**src/rtl/i2c_pkg.sv**
```systemverilog
`default_nettype none
// ============================================================================
// Module   : i2c_pkg
// Brief    : Shared states, bus-level constants and default address for the
//            I2C temperature responder.
// Revision : 1.0
// ============================================================================
package i2c_pkg;

  typedef enum logic [2:0] {
    ST_IDLE      = 3'd0,
    ST_ADDR      = 3'd1,
    ST_ADDR_ACK  = 3'd2,
    ST_WR_BYTE   = 3'd3,
    ST_WR_ACK    = 3'd4,
    ST_RD_BYTE   = 3'd5,
    ST_RD_ACK    = 3'd6,
    ST_WAIT_STOP = 3'd7
  } state_e;

  localparam logic       c_ACK          = 1'b0;
  localparam logic       c_NACK         = 1'b1;
  localparam logic [6:0] c_DEFAULT_ADDR = 7'h4B;

endpackage
`default_nettype wire

```
**src/rtl/i2c_bus_sync.sv**
```systemverilog
`default_nettype none
// ============================================================================
// Module   : i2c_bus_sync
// Brief    : SCL/SDA synchronizers plus START, STOP and SCL edge detection.
// Revision : 1.0
// ============================================================================
module i2c_bus_sync #(
  parameter int SYNC_STAGES = 2
) (
  input  logic clk,
  input  logic rst_n,
  input  logic i_scl,
  input  logic i_sda,
  output logic o_sda,
  output logic o_start,
  output logic o_stop,
  output logic o_scl_rise,
  output logic o_scl_fall
);

  logic [SYNC_STAGES-1:0] r_scl_sync;
  logic [SYNC_STAGES-1:0] r_sda_sync;
  logic                   r_scl_d;
  logic                   r_sda_d;
  logic                   w_scl;
  logic                   w_sda;

  // Idle bus level is high, so reset to 1 to avoid phantom edges on release.
  always_ff @(posedge clk or negedge rst_n) begin
    if (!rst_n) begin
      r_scl_sync <= '1;
      r_sda_sync <= '1;
      r_scl_d    <= 1'b1;
      r_sda_d    <= 1'b1;
    end else begin
      r_scl_sync[0] <= i_scl;
      r_sda_sync[0] <= i_sda;
      for (int i = 1; i < SYNC_STAGES; i++) begin
        r_scl_sync[i] <= r_scl_sync[i-1];
        r_sda_sync[i] <= r_sda_sync[i-1];
      end
      r_scl_d <= w_scl;
      r_sda_d <= w_sda;
    end
  end

  assign w_scl      = r_scl_sync[SYNC_STAGES-1];
  assign w_sda      = r_sda_sync[SYNC_STAGES-1];
  assign o_sda      = w_sda;
  assign o_start    = w_scl &  r_sda_d & ~w_sda;
  assign o_stop     = w_scl & ~r_sda_d &  w_sda;
  assign o_scl_rise = w_scl & ~r_scl_d;
  assign o_scl_fall = ~w_scl & r_scl_d;

endmodule
`default_nettype wire

```
**src/rtl/i2c_temp_responder.sv**
```systemverilog
`default_nettype none
// ============================================================================
// Module   : i2c_temp_responder
// Brief    : I2C target exposing a 16-bit temperature word as two registers.
// Revision : 1.0
// ============================================================================
module i2c_temp_responder
  import i2c_pkg::*;
#(
  parameter logic [6:0] DEV_ADDR    = c_DEFAULT_ADDR,
  parameter int         SYNC_STAGES = 2
) (
  input  logic        sys_clk,
  input  logic        sys_rst,
  input  logic        scl_in,
  input  logic        sda_in,
  output logic        sda_oe,
  input  logic [15:0] temp_value,
  output logic        busy,
  output logic        ptr_wr,
  output logic        rd_byte_done
);

  logic w_sda, w_start, w_stop, w_scl_rise, w_scl_fall;

  i2c_bus_sync #(
    .SYNC_STAGES (SYNC_STAGES)
  ) u_bus_sync (
    .clk        (sys_clk),
    .rst_n      (sys_rst),
    .i_scl      (scl_in),
    .i_sda      (sda_in),
    .o_sda      (w_sda),
    .o_start    (w_start),
    .o_stop     (w_stop),
    .o_scl_rise (w_scl_rise),
    .o_scl_fall (w_scl_fall)
  );

  state_e      r_state, w_state_nx;
  logic [3:0]  r_bit_cnt, w_bit_cnt_nx;
  logic [7:0]  r_shift, w_shift_nx;
  logic [15:0] r_hold, w_hold_nx;
  logic        r_ptr, w_ptr_nx;
  logic        r_rw, w_rw_nx;
  logic        r_first, w_first_nx;
  logic        r_sda_oe, w_sda_oe_nx;
  logic        r_ptr_wr, w_ptr_wr_nx;
  logic        r_rd_done, w_rd_done_nx;
  logic [7:0]  w_sel_byte;
  logic        w_addr_match;

  assign w_sel_byte   = r_ptr ? r_hold[7:0] : r_hold[15:8];
  assign w_addr_match = (r_shift[6:0] == DEV_ADDR);

  always_ff @(posedge sys_clk or negedge sys_rst) begin
    if (!sys_rst) r_state <= ST_IDLE;
    else          r_state <= w_state_nx;
  end

  // STOP outranks START, and both outrank any SCL edge seen in the same cycle.
  always_comb begin
    w_state_nx = r_state;
    if (w_stop) begin
      w_state_nx = ST_IDLE;
    end else if (w_start) begin
      w_state_nx = ST_ADDR;
    end else begin
      case (r_state)
        ST_ADDR:
          if (w_scl_rise && r_bit_cnt == 4'd7)
            w_state_nx = w_addr_match ? ST_ADDR_ACK : ST_WAIT_STOP;
        ST_ADDR_ACK:
          if (w_scl_fall && r_bit_cnt != 4'd0)
            w_state_nx = r_rw ? ST_RD_BYTE : ST_WR_BYTE;
        ST_WR_BYTE:
          if (w_scl_rise && r_bit_cnt == 4'd7) w_state_nx = ST_WR_ACK;
        ST_WR_ACK:
          if (w_scl_fall && r_bit_cnt != 4'd0) w_state_nx = ST_WR_BYTE;
        ST_RD_BYTE:
          if (w_scl_fall && r_bit_cnt == 4'd8) w_state_nx = ST_RD_ACK;
        ST_RD_ACK:
          if (w_scl_rise) w_state_nx = (w_sda == c_NACK) ? ST_WAIT_STOP : ST_RD_BYTE;
        default: w_state_nx = r_state;
      endcase
    end
  end

  always_comb begin
    busy         = (r_state != ST_IDLE);
    w_bit_cnt_nx = r_bit_cnt;
    w_shift_nx   = r_shift;
    w_hold_nx    = r_hold;
    w_ptr_nx     = r_ptr;
    w_rw_nx      = r_rw;
    w_first_nx   = r_first;
    w_sda_oe_nx  = r_sda_oe;
    w_ptr_wr_nx  = 1'b0;
    w_rd_done_nx = 1'b0;
    if (w_stop || w_start) begin
      w_sda_oe_nx  = 1'b0;
      w_bit_cnt_nx = '0;
    end else begin
      case (r_state)
        ST_ADDR: begin
          if (w_scl_rise) begin
            w_shift_nx   = {r_shift[6:0], w_sda};
            w_bit_cnt_nx = r_bit_cnt + 4'd1;
            if (r_bit_cnt == 4'd7) begin
              w_bit_cnt_nx = '0;
              if (w_addr_match) begin
                w_rw_nx    = w_sda;
                w_first_nx = ~w_sda;
                if (w_sda) w_hold_nx = temp_value;
              end
            end
          end
        end
        // Ack slots: bit counter 0 = waiting to drive, 1 = master has clocked it.
        ST_ADDR_ACK, ST_WR_ACK: begin
          if (w_scl_rise) begin
            w_bit_cnt_nx = 4'd1;
          end else if (w_scl_fall) begin
            if (r_bit_cnt == 4'd0) begin
              w_sda_oe_nx = ~c_ACK;
            end else begin
              w_bit_cnt_nx = '0;
              w_sda_oe_nx  = 1'b0;
              if (r_state == ST_ADDR_ACK && r_rw) begin
                w_sda_oe_nx = ~w_sel_byte[7];
                w_shift_nx  = {w_sel_byte[6:0], 1'b0};
              end
            end
          end
        end
        ST_WR_BYTE: begin
          if (w_scl_rise) begin
            w_shift_nx   = {r_shift[6:0], w_sda};
            w_bit_cnt_nx = r_bit_cnt + 4'd1;
            if (r_bit_cnt == 4'd7) begin
              w_bit_cnt_nx = '0;
              if (r_first) begin
                w_ptr_nx    = w_sda;
                w_ptr_wr_nx = 1'b1;
                w_first_nx  = 1'b0;
              end
            end
          end
        end
        ST_RD_BYTE: begin
          if (w_scl_rise) begin
            w_bit_cnt_nx = r_bit_cnt + 4'd1;
          end else if (w_scl_fall) begin
            if (r_bit_cnt == 4'd0) begin
              w_sda_oe_nx = ~w_sel_byte[7];
              w_shift_nx  = {w_sel_byte[6:0], 1'b0};
            end else if (r_bit_cnt == 4'd8) begin
              w_sda_oe_nx  = 1'b0;
              w_bit_cnt_nx = '0;
            end else begin
              w_sda_oe_nx = ~r_shift[7];
              w_shift_nx  = {r_shift[6:0], 1'b0};
            end
          end
        end
        ST_RD_ACK: begin
          if (w_scl_rise) begin
            w_rd_done_nx = 1'b1;
            w_ptr_nx     = ~r_ptr;
            w_bit_cnt_nx = '0;
          end
        end
        default: w_sda_oe_nx = 1'b0;
      endcase
    end
  end

  always_ff @(posedge sys_clk or negedge sys_rst) begin
    if (!sys_rst) begin
      r_bit_cnt <= '0;
      r_shift   <= '0;
      r_hold    <= '0;
      r_ptr     <= 1'b0;
      r_rw      <= 1'b0;
      r_first   <= 1'b0;
      r_sda_oe  <= 1'b0;
      r_ptr_wr  <= 1'b0;
      r_rd_done <= 1'b0;
    end else begin
      r_bit_cnt <= w_bit_cnt_nx;
      r_shift   <= w_shift_nx;
      r_hold    <= w_hold_nx;
      r_ptr     <= w_ptr_nx;
      r_rw      <= w_rw_nx;
      r_first   <= w_first_nx;
      r_sda_oe  <= w_sda_oe_nx;
      r_ptr_wr  <= w_ptr_wr_nx;
      r_rd_done <= w_rd_done_nx;
    end
  end

  // Masking with STOP lets the pin let go in the detection cycle itself.
  assign sda_oe       = r_sda_oe & ~w_stop;
  assign ptr_wr       = r_ptr_wr;
  assign rd_byte_done = r_rd_done;

endmodule
`default_nettype wire

```
**config.mk**
```make
export PLATFORM = sky130hd
export DESIGN_NAME = i2c_temp_responder
export DESIGN_NICKNAME = d
export VERILOG_FILES = /design/src/rtl/i2c_pkg.sv /design/src/rtl/i2c_bus_sync.sv /design/src/rtl/i2c_temp_responder.sv
export SDC_FILE = /design/constraint.sdc
export NUM_CORES = 1
export LEC_CHECK = 0
export BUFFER_PORTS_ARGS = -buffer_cell sky130_fd_sc_hd__buf_2
export CORE_UTILIZATION = 30
export CTS_BUF_LIST = sky130_fd_sc_hd__clkbuf_4
export DETAILED_ROUTE_END_ITERATION = 7
export SYNTH_ARGS = -nofsm -noshare
export SYNTH_HDL_FRONTEND = slang
export SYNTH_SLANG_ARGS = --single-unit
```
**constraint.sdc**
```tcl
create_clock -name sys_clk -period 2.07 [get_ports sys_clk]
set_input_delay 0.414 -clock sys_clk [delete_from_list [all_inputs] [get_ports sys_clk]]
set_output_delay 0.414 -clock sys_clk [all_outputs]
set_load 0.05 [all_outputs]
```
* Word-level counts from Yosys, hierarchy flattened
Cells that the tools add are included.
W data, S select, Z words.
** Storage, ports and cells
- Register bits :: 43
- Bits of input ports :: 20
- Output and inout bits :: 4
** Operators by class
- $add $sub $neg :: 1
- Equality and inequality tests :: 42
- Multiplexer cells :: 64
- Bitwise gates (word level) :: 16
- Reduce and logical (&&, ||, !) cells :: 24
** Operator list (count)
- $mux W8 :: 10
- $mux W4 :: 11
- $ne A4 B4 Y1 const B :: 11
- $mux W3 :: 10
- $mux W1 :: 26
- $ne A2 B2 Y1 const B :: 13
- $pmux W8 S3 :: 1
- $ne A3 B3 Y1 const B :: 6
- $pmux W3 S6 :: 1
- $pmux W4 S4 :: 1
- $reduce_and A7 Y1 :: 2
- $reduce_and A6 Y1 :: 2
- $reduce_and A10 Y1 :: 1
- $reduce_and A5 Y1 :: 2
- $eq A3 B3 Y1 const B :: 3
- $not A1 Y1 :: 9
- $reduce_and A8 Y1 :: 1
- $reduce_bool A8 Y1 :: 1
- $and A1 B1 Y1 :: 7
- $eq A7 B7 Y1 const B :: 1
- $eq A3 B2 Y1 const B :: 2
- $reduce_bool A3 Y1 :: 2
- $reduce_bool A5 Y1 :: 1
- $add A4 B1 Y4 const B :: 1
- other kinds (15) :: 22

* Depth between registers and ports, before layout
- Depth in word-level cells :: 8
- Depth in mapped cells :: 8
- Mapped depth without buffers :: 7

* Hierarchy
A second synthesis with hierarchy kept.
** Unflattened totals
- Cells, all modules :: 218
- Area total of the unflattened synthesis :: 2424.8 µm²
** By module, submodules not included
- i2c_temp_responder :: instances 1, cells each 208, area an instance 2234.6 µm²
- i2c_bus_sync :: instances 1, cells each 10, area an instance 190.2 µm²

* Worst setup path after synthesis
No wires, ideal clock.
- Kind :: reg2reg
- From :: reg u_bus_sync.r_scl_d
- To :: reg r_shift[1]
- Setup time :: 0.125 ns
- Data arrival time :: 1.994 ns
- Data required time :: 1.945 ns
- Path slack :: -0.049 ns
- Cell stages (with the launch flop) :: 8
- Buffers on the path :: 0
- Cells stage by stage :: dfstp_2 > inv_1 > ha_1 > nand2b_1 > or2_2 > o21ai_1 > o2111ai_2 > mux2_2
** On the way
- Cells in the longest elaborated chain, start to end :: 4
- Elaborated cells on any way between the ends :: 9
- Those cells by class :: 5 x eq/ne; 3 x bitwise; 1 x reduce/logical
** RTL lines
- start, declared :: RTL line i2c_bus_sync.sv:23 : logic r_scl_d;
- start signal, assigned :: RTL line i2c_bus_sync.sv:42 : r_scl_d <= w_scl;
- $not A1 Y1 :: RTL line i2c_bus_sync.sv:52 : assign o_scl_rise = w_scl & ~r_scl_d;
- $and A1 B1 Y1 :: RTL line i2c_bus_sync.sv:52
- $ne A2 B2 Y1 (no source line) / $ne A2 B1 Y1 (equally long branches)
- $reduce_and A10 Y1 (no source line) *
- end signal, assigned :: RTL line i2c_temp_responder.sv:191 : r_shift <= w_shift_nx;
- end, declared :: RTL line i2c_temp_responder.sv:42 : logic [7:0] r_shift, w_shift_nx;
Mark *: on every way between the ends. The rest lies on a longest branch, timed or not.
A chain may end at the register's enable or synchronous reset.

* Worst setup path in the final report
- From :: reg r_bit_cnt[0]
- To :: reg r_shift[1]
** On the way
- Cells in the longest elaborated chain, start to end :: 5
- Elaborated cells on any way between the ends :: 9
- Those cells by class :: 3 x eq/ne; 4 x mux; 2 x reduce/logical
** RTL lines
- start, declared :: RTL line i2c_temp_responder.sv:41 : logic [3:0] r_bit_cnt, w_bit_cnt_nx;
- start signal, assigned :: RTL line i2c_temp_responder.sv:190 : r_bit_cnt <= w_bit_cnt_nx;
- $logic_not A4 Y1 :: RTL line i2c_temp_responder.sv:124, i2c_temp_responder.sv:154
- $mux W8 :: RTL line i2c_temp_responder.sv:154 : if (r_bit_cnt == 4'd0) begin
- $mux W8 :: RTL line i2c_temp_responder.sv:153 : end else if (w_scl_fall) begin
- $mux W8 :: RTL line i2c_temp_responder.sv:151 : if (w_scl_rise) begin
- $pmux W8 S3 :: RTL line i2c_temp_responder.sv:104 : case (r_state)
Several ways; a longest one is shown, not always the timed one. The select of a mux whose other input is x is not followed.

==> impl_summary.md <==
Setup path
In this run the critical register-to-register path is launched from r_bit_cnt[0]. The largest fanout on the critical path is 7. The slowest stage of the critical path is the sky130_fd_sc_hd__dfrtp_1 cell. The category of the critical setup timing path is flop to flop. The critical path endpoint category is a flop.

The startpoint of the most critical setup path is r_bit_cnt[0]. The critical path goes through inv_1 > ha_2 > nor3b_1 > buf_4 > or2_4 > o21ai_4 > o2111ai_4 > mux2_4. Counting both buffers and inverters, the worst setup path holds a total of 2. The required time at the worst-slack endpoint is 2.32 ns.

In this design, the largest share of critical-path delay is due to simple AND/OR/NAND/NOR gates. The largest incremental delay on the critical path is 0.37 ns. The sort of element at the start of the critical path is a flop. The worst path arrival time is 2.26 ns.

Clock network
The total CTS buffers is 5. For this design, the sink count on the clock tree is 43. The CTS root buffer is sky130_fd_sc_hd__clkbuf_4.

The latest clock arrival within the worst-skew pair is 0.36 ns. The clock passes through at most 2 buffers. The TritonCTS clock tree is yes. The number of H-tree levels is 2. The total of hold buffers inserted after clock tree synthesis is 0. After clock tree synthesis, the clock-pin slew on the worst setup and hold paths is 0.14 ns.

STA
The final count of pins violating max slew is 0. Static timing analysis puts the maximum clock frequency at 498.4 MHz. The normalized max-slew margin is 0.6358. The number of hold violations in the final report is 0. Setup violations remaining at the end of the flow were counted as 0. Hold timing on the final database bottoms out at a slack of 0.1032 ns. Setup repair after global routing could not meet its margin everywhere. The clock arrives with 0.01349 ns of skew.

The minimum clock period is 2.007 ns. The final period utilization is 0.9694. At the pin with the least slew margin, the transition time is 0.5462 ns.

Yosys
The number of unique standard cell types used by synthesis is 57. The predominant post-synthesis flop cell is sky130_fd_sc_hd__dfrtp_1. For this run, the register share of the synthesized area comes to 0.4200. When the netlist entered floorplanning its net count stood at 267.

Averaged over all synthesized cells, the footprint is 10.62 sq um. After synthesis the netlist holds a flip-flop and latch count of 43. The synthesized design spends more area on one cell type than any other, namely sky130_fd_sc_hd__dfrtp_1. The share of Yosys cell area claimed by the top area cell type is 0.3589. In this run, synthesis inferred 0 flip-flops with an integrated enable. The Yosys warning count is 0. The netlist area before placement is 2580 sq um. By area the synthesized netlist is led by sky130_fd_sc_hd__dfrtp_1 36%, sky130_fd_sc_hd__mux2_2 7.9%, sky130_fd_sc_hd__dfstp_2 6.1%.

The share of flip-flops with an asynchronous set or reset is 1.000. Synthesis handed over a netlist of 243 instances.

Placed design
Detailed placement finished with a half-perimeter wire length of 4226 microns. The post-place instance area is 2995 sq um. At the end of routability-driven placement, the weighted congestion stood at 0.8646. The count of buffers added on input and output ports is 23.

Global routing
The all-layer global routing usage is 0.1398. The via count of the first global-routing pass came to 1972. The total congestion overflow is 0.

Entering global routing, the biggest net connects 44 pins. The initial antenna violation count was 0. The first global-routing pass estimated 9722 microns of wire.

Final layout
In the layout the commonest cells are 36 x sky130_fd_sc_hd__dfrtp_1, 28 x sky130_fd_sc_hd__buf_4, 23 x sky130_fd_sc_hd__buf_2. The number of antenna diodes is 0. In the final layout, the share of cells above drive strength 1 is 0.4027.

Relative to the synthesized area, the layout overhead comes to 24.44%. For this run, the post-layout net count is 316. The library cell used most frequently in the layout, excluding fill and tap cells, is sky130_fd_sc_hd__dfrtp_1. The number of fillers in the final layout is 831. After routing the design area is 3211 sq um.

Pwr
The largest vdd supply drop is 0.5019 mV. For this design the static power due to leakage is 1.505 nW. The total power density per cell area is 990.2 nW/um^2.

The overall power is 3.179 mW.

Drt
The first detailed-routing pass ran for 4 iterations. Dividing the detail-routed wire length by the instance count gives 14.84 microns. In this run the remaining antenna-violating nets after routing total 0. After detailed routing, the met3 layer carries 188 microns of wire. The routed metal-1 wirelength is 2626 microns. The detailed router placed 2013 vias in this run. The wire length after detailed routing is 5906 microns. Detailed routing placed a total of 3018 microns of wire on met2. In this run, the number of DRC markers left after iteration 0 of detailed routing was 155. The highest metal layer used by the detailed router is met4. The DRC violation count after routing is 0.

The via-per-instance ratio is 5.058.

Die
The die covers 8975 sq um. The initial core utilization is 0.3124. The x dimension of the die is 94.74 microns. The top-level I/O count is 24. Row generation in the floorplan step produced 33 rows.

Measured along the y axis, the die boundary spans 94.74 microns. The area of the placeable core is 8258 sq um.

Hold path
In this run the worst hold path is classified as input pin to asynchronous set/reset pin.

Run
The tool flagged a number of max-cap violations equal to 0.

Outcome
The flow ran to the end, and the final reports show no timing, DRC or antenna violations.
-- synthesized netlist by cell type, types with 2 or more instances --
cell and instances:
sky130_fd_sc_hd__dfrtp_1 37, sky130_fd_sc_hd__mux2_2 18, sky130_fd_sc_hd__a21oi_1 17, sky130_fd_sc_hd__nand2_1 17
sky130_fd_sc_hd__mux2i_1 14, sky130_fd_sc_hd__inv_1 13, sky130_fd_sc_hd__nor2_1 13, sky130_fd_sc_hd__o21ai_0 11
sky130_fd_sc_hd__mux2_4 9, sky130_fd_sc_hd__nand2b_1 7, sky130_fd_sc_hd__dfstp_2 6, sky130_fd_sc_hd__clkbuf_1 5
sky130_fd_sc_hd__buf_2 4, sky130_fd_sc_hd__ha_1 4, sky130_fd_sc_hd__nor2b_1 4, sky130_fd_sc_hd__a211oi_1 3
sky130_fd_sc_hd__nand4_1 3, sky130_fd_sc_hd__nand4b_1 3, sky130_fd_sc_hd__nor3_1 3, sky130_fd_sc_hd__nor3b_1 3
sky130_fd_sc_hd__o41ai_1 3, sky130_fd_sc_hd__a211o_1 2, sky130_fd_sc_hd__and2_1 2, sky130_fd_sc_hd__and3_1 2
sky130_fd_sc_hd__and3b_1 2, sky130_fd_sc_hd__buf_6 2, sky130_fd_sc_hd__nand3_1 2, sky130_fd_sc_hd__o211a_1 2
sky130_fd_sc_hd__o21a_1 2, sky130_fd_sc_hd__o31ai_1 2, sky130_fd_sc_hd__or2_2 2
-- power by group --
group / switching, mW / internal (mW)
combinational: 0.870 / 0.763
clock: 0.289 / 0.131
sequential: 0.129 / 0.999
-- state kept, by name, summed over array words and instances, names as in the netlist, 2 cells and up --
register,flops
r_bit_cnt,4
r_hold,16
r_shift,8
u_bus_sync.r_scl_sync,2
u_bus_sync.r_sda_sync,2
r_state,3
-- repair_timing --
item                       4_1_cts  5_1_grt
cloned                           0        1
setup endpoints to repair       13       32
gates resized for setup         12       14
buffers inserted                 2        2
pin swaps                        2        0
-- metal layers --
metal,GRT usage,vias up
li1,-,981
met1,0.1846,992
met2,0.2332,35
met3,0.02174,5
met4,0.04545,0
met5,0,-
-- final timing paths --
| path | cells past startpoint | endpoint | slack (ns) |
|---|---|---|---|
| worst max-delay path | 8 | r_shift[1] | 0.06 |
| worst min-delay path | 2 | r_hold[0] | 0.10 |
| worst max register to register | 8 | r_shift[1] | 0.06 |
| worst min register to register | 0 | u_bus_sync.r_sda_sync[1] | 0.37 |
| max in group asynchronous | 2 | r_state[1] | 1.56 |
| min in group sys_clk | 1 | u_bus_sync.r_scl_sync[0] | 0.14 |
-- logic make-up (layout without fill, tap and decap cells) --
logic type | after synthesis | after routing | share of synthesized area
DFF | 43 | 43 | 0.4200
adders and majority gates | 5 | 5 | 0.02328
xor gates and xnor gates | 2 | 2 | 0.009702
AOI/OAI and AO/OA | 56 | 56 | 0.1557
muxes | 41 | 41 | 0.1853
buffers and inverters | 26 | 76 | 0.04607
and+or+nand+nor | 70 | 70 | 0.1600
-- cell type report --
class | instances | area [sq um] | share of cell area
Clock inverter | 3 | 20.02 | 0.006235
Clock buffer | 5 | 37.54 | 0.01169
Sequential cell | 43 | 1085 | 0.3379
Tap cell | 105 | 131.4 | 0.04092
Multi-Input combinational cell | 174 | 1495 | 0.4657
Inverter | 13 | 48.80 | 0.01520
Timing Repair Buffer | 55 | 392.9 | 0.1224
-- metrics by stage --
| stage | setup WS, ns | utilization | std cells | setup TNS [ns] |
|---|---|---|---|---|
| final | 0.06338 | 0.3888 | 398 | 0 |
| after CTS | 0.01318 | 0.3779 | 396 | 0 |
| after detailed placement | -0.1030 | 0.3627 | 386 | -0.7248 |
| after floorplan | -0.02808 | - | 243 | -0.1123 |
| after global placement | -0.06033 | 0.3627 | 386 | -0.3627 |
| after global routing | -0.005957 | 0.3888 | 398 | -0.009313 |
-- worst reg2reg max path, cell delays in order, from the launching register on --
cell and delay [ns]:
sky130_fd_sc_hd__dfrtp_1 0.37, sky130_fd_sc_hd__inv_1 0.06, sky130_fd_sc_hd__ha_2 0.19, sky130_fd_sc_hd__nor3b_1 0.14, sky130_fd_sc_hd__buf_4 0.16, sky130_fd_sc_hd__or2_4 0.26
sky130_fd_sc_hd__o21ai_4 0.18, sky130_fd_sc_hd__o2111ai_4 0.19, sky130_fd_sc_hd__mux2_4 0.34
No activity file was read; power rests on OpenSTA's default activity.
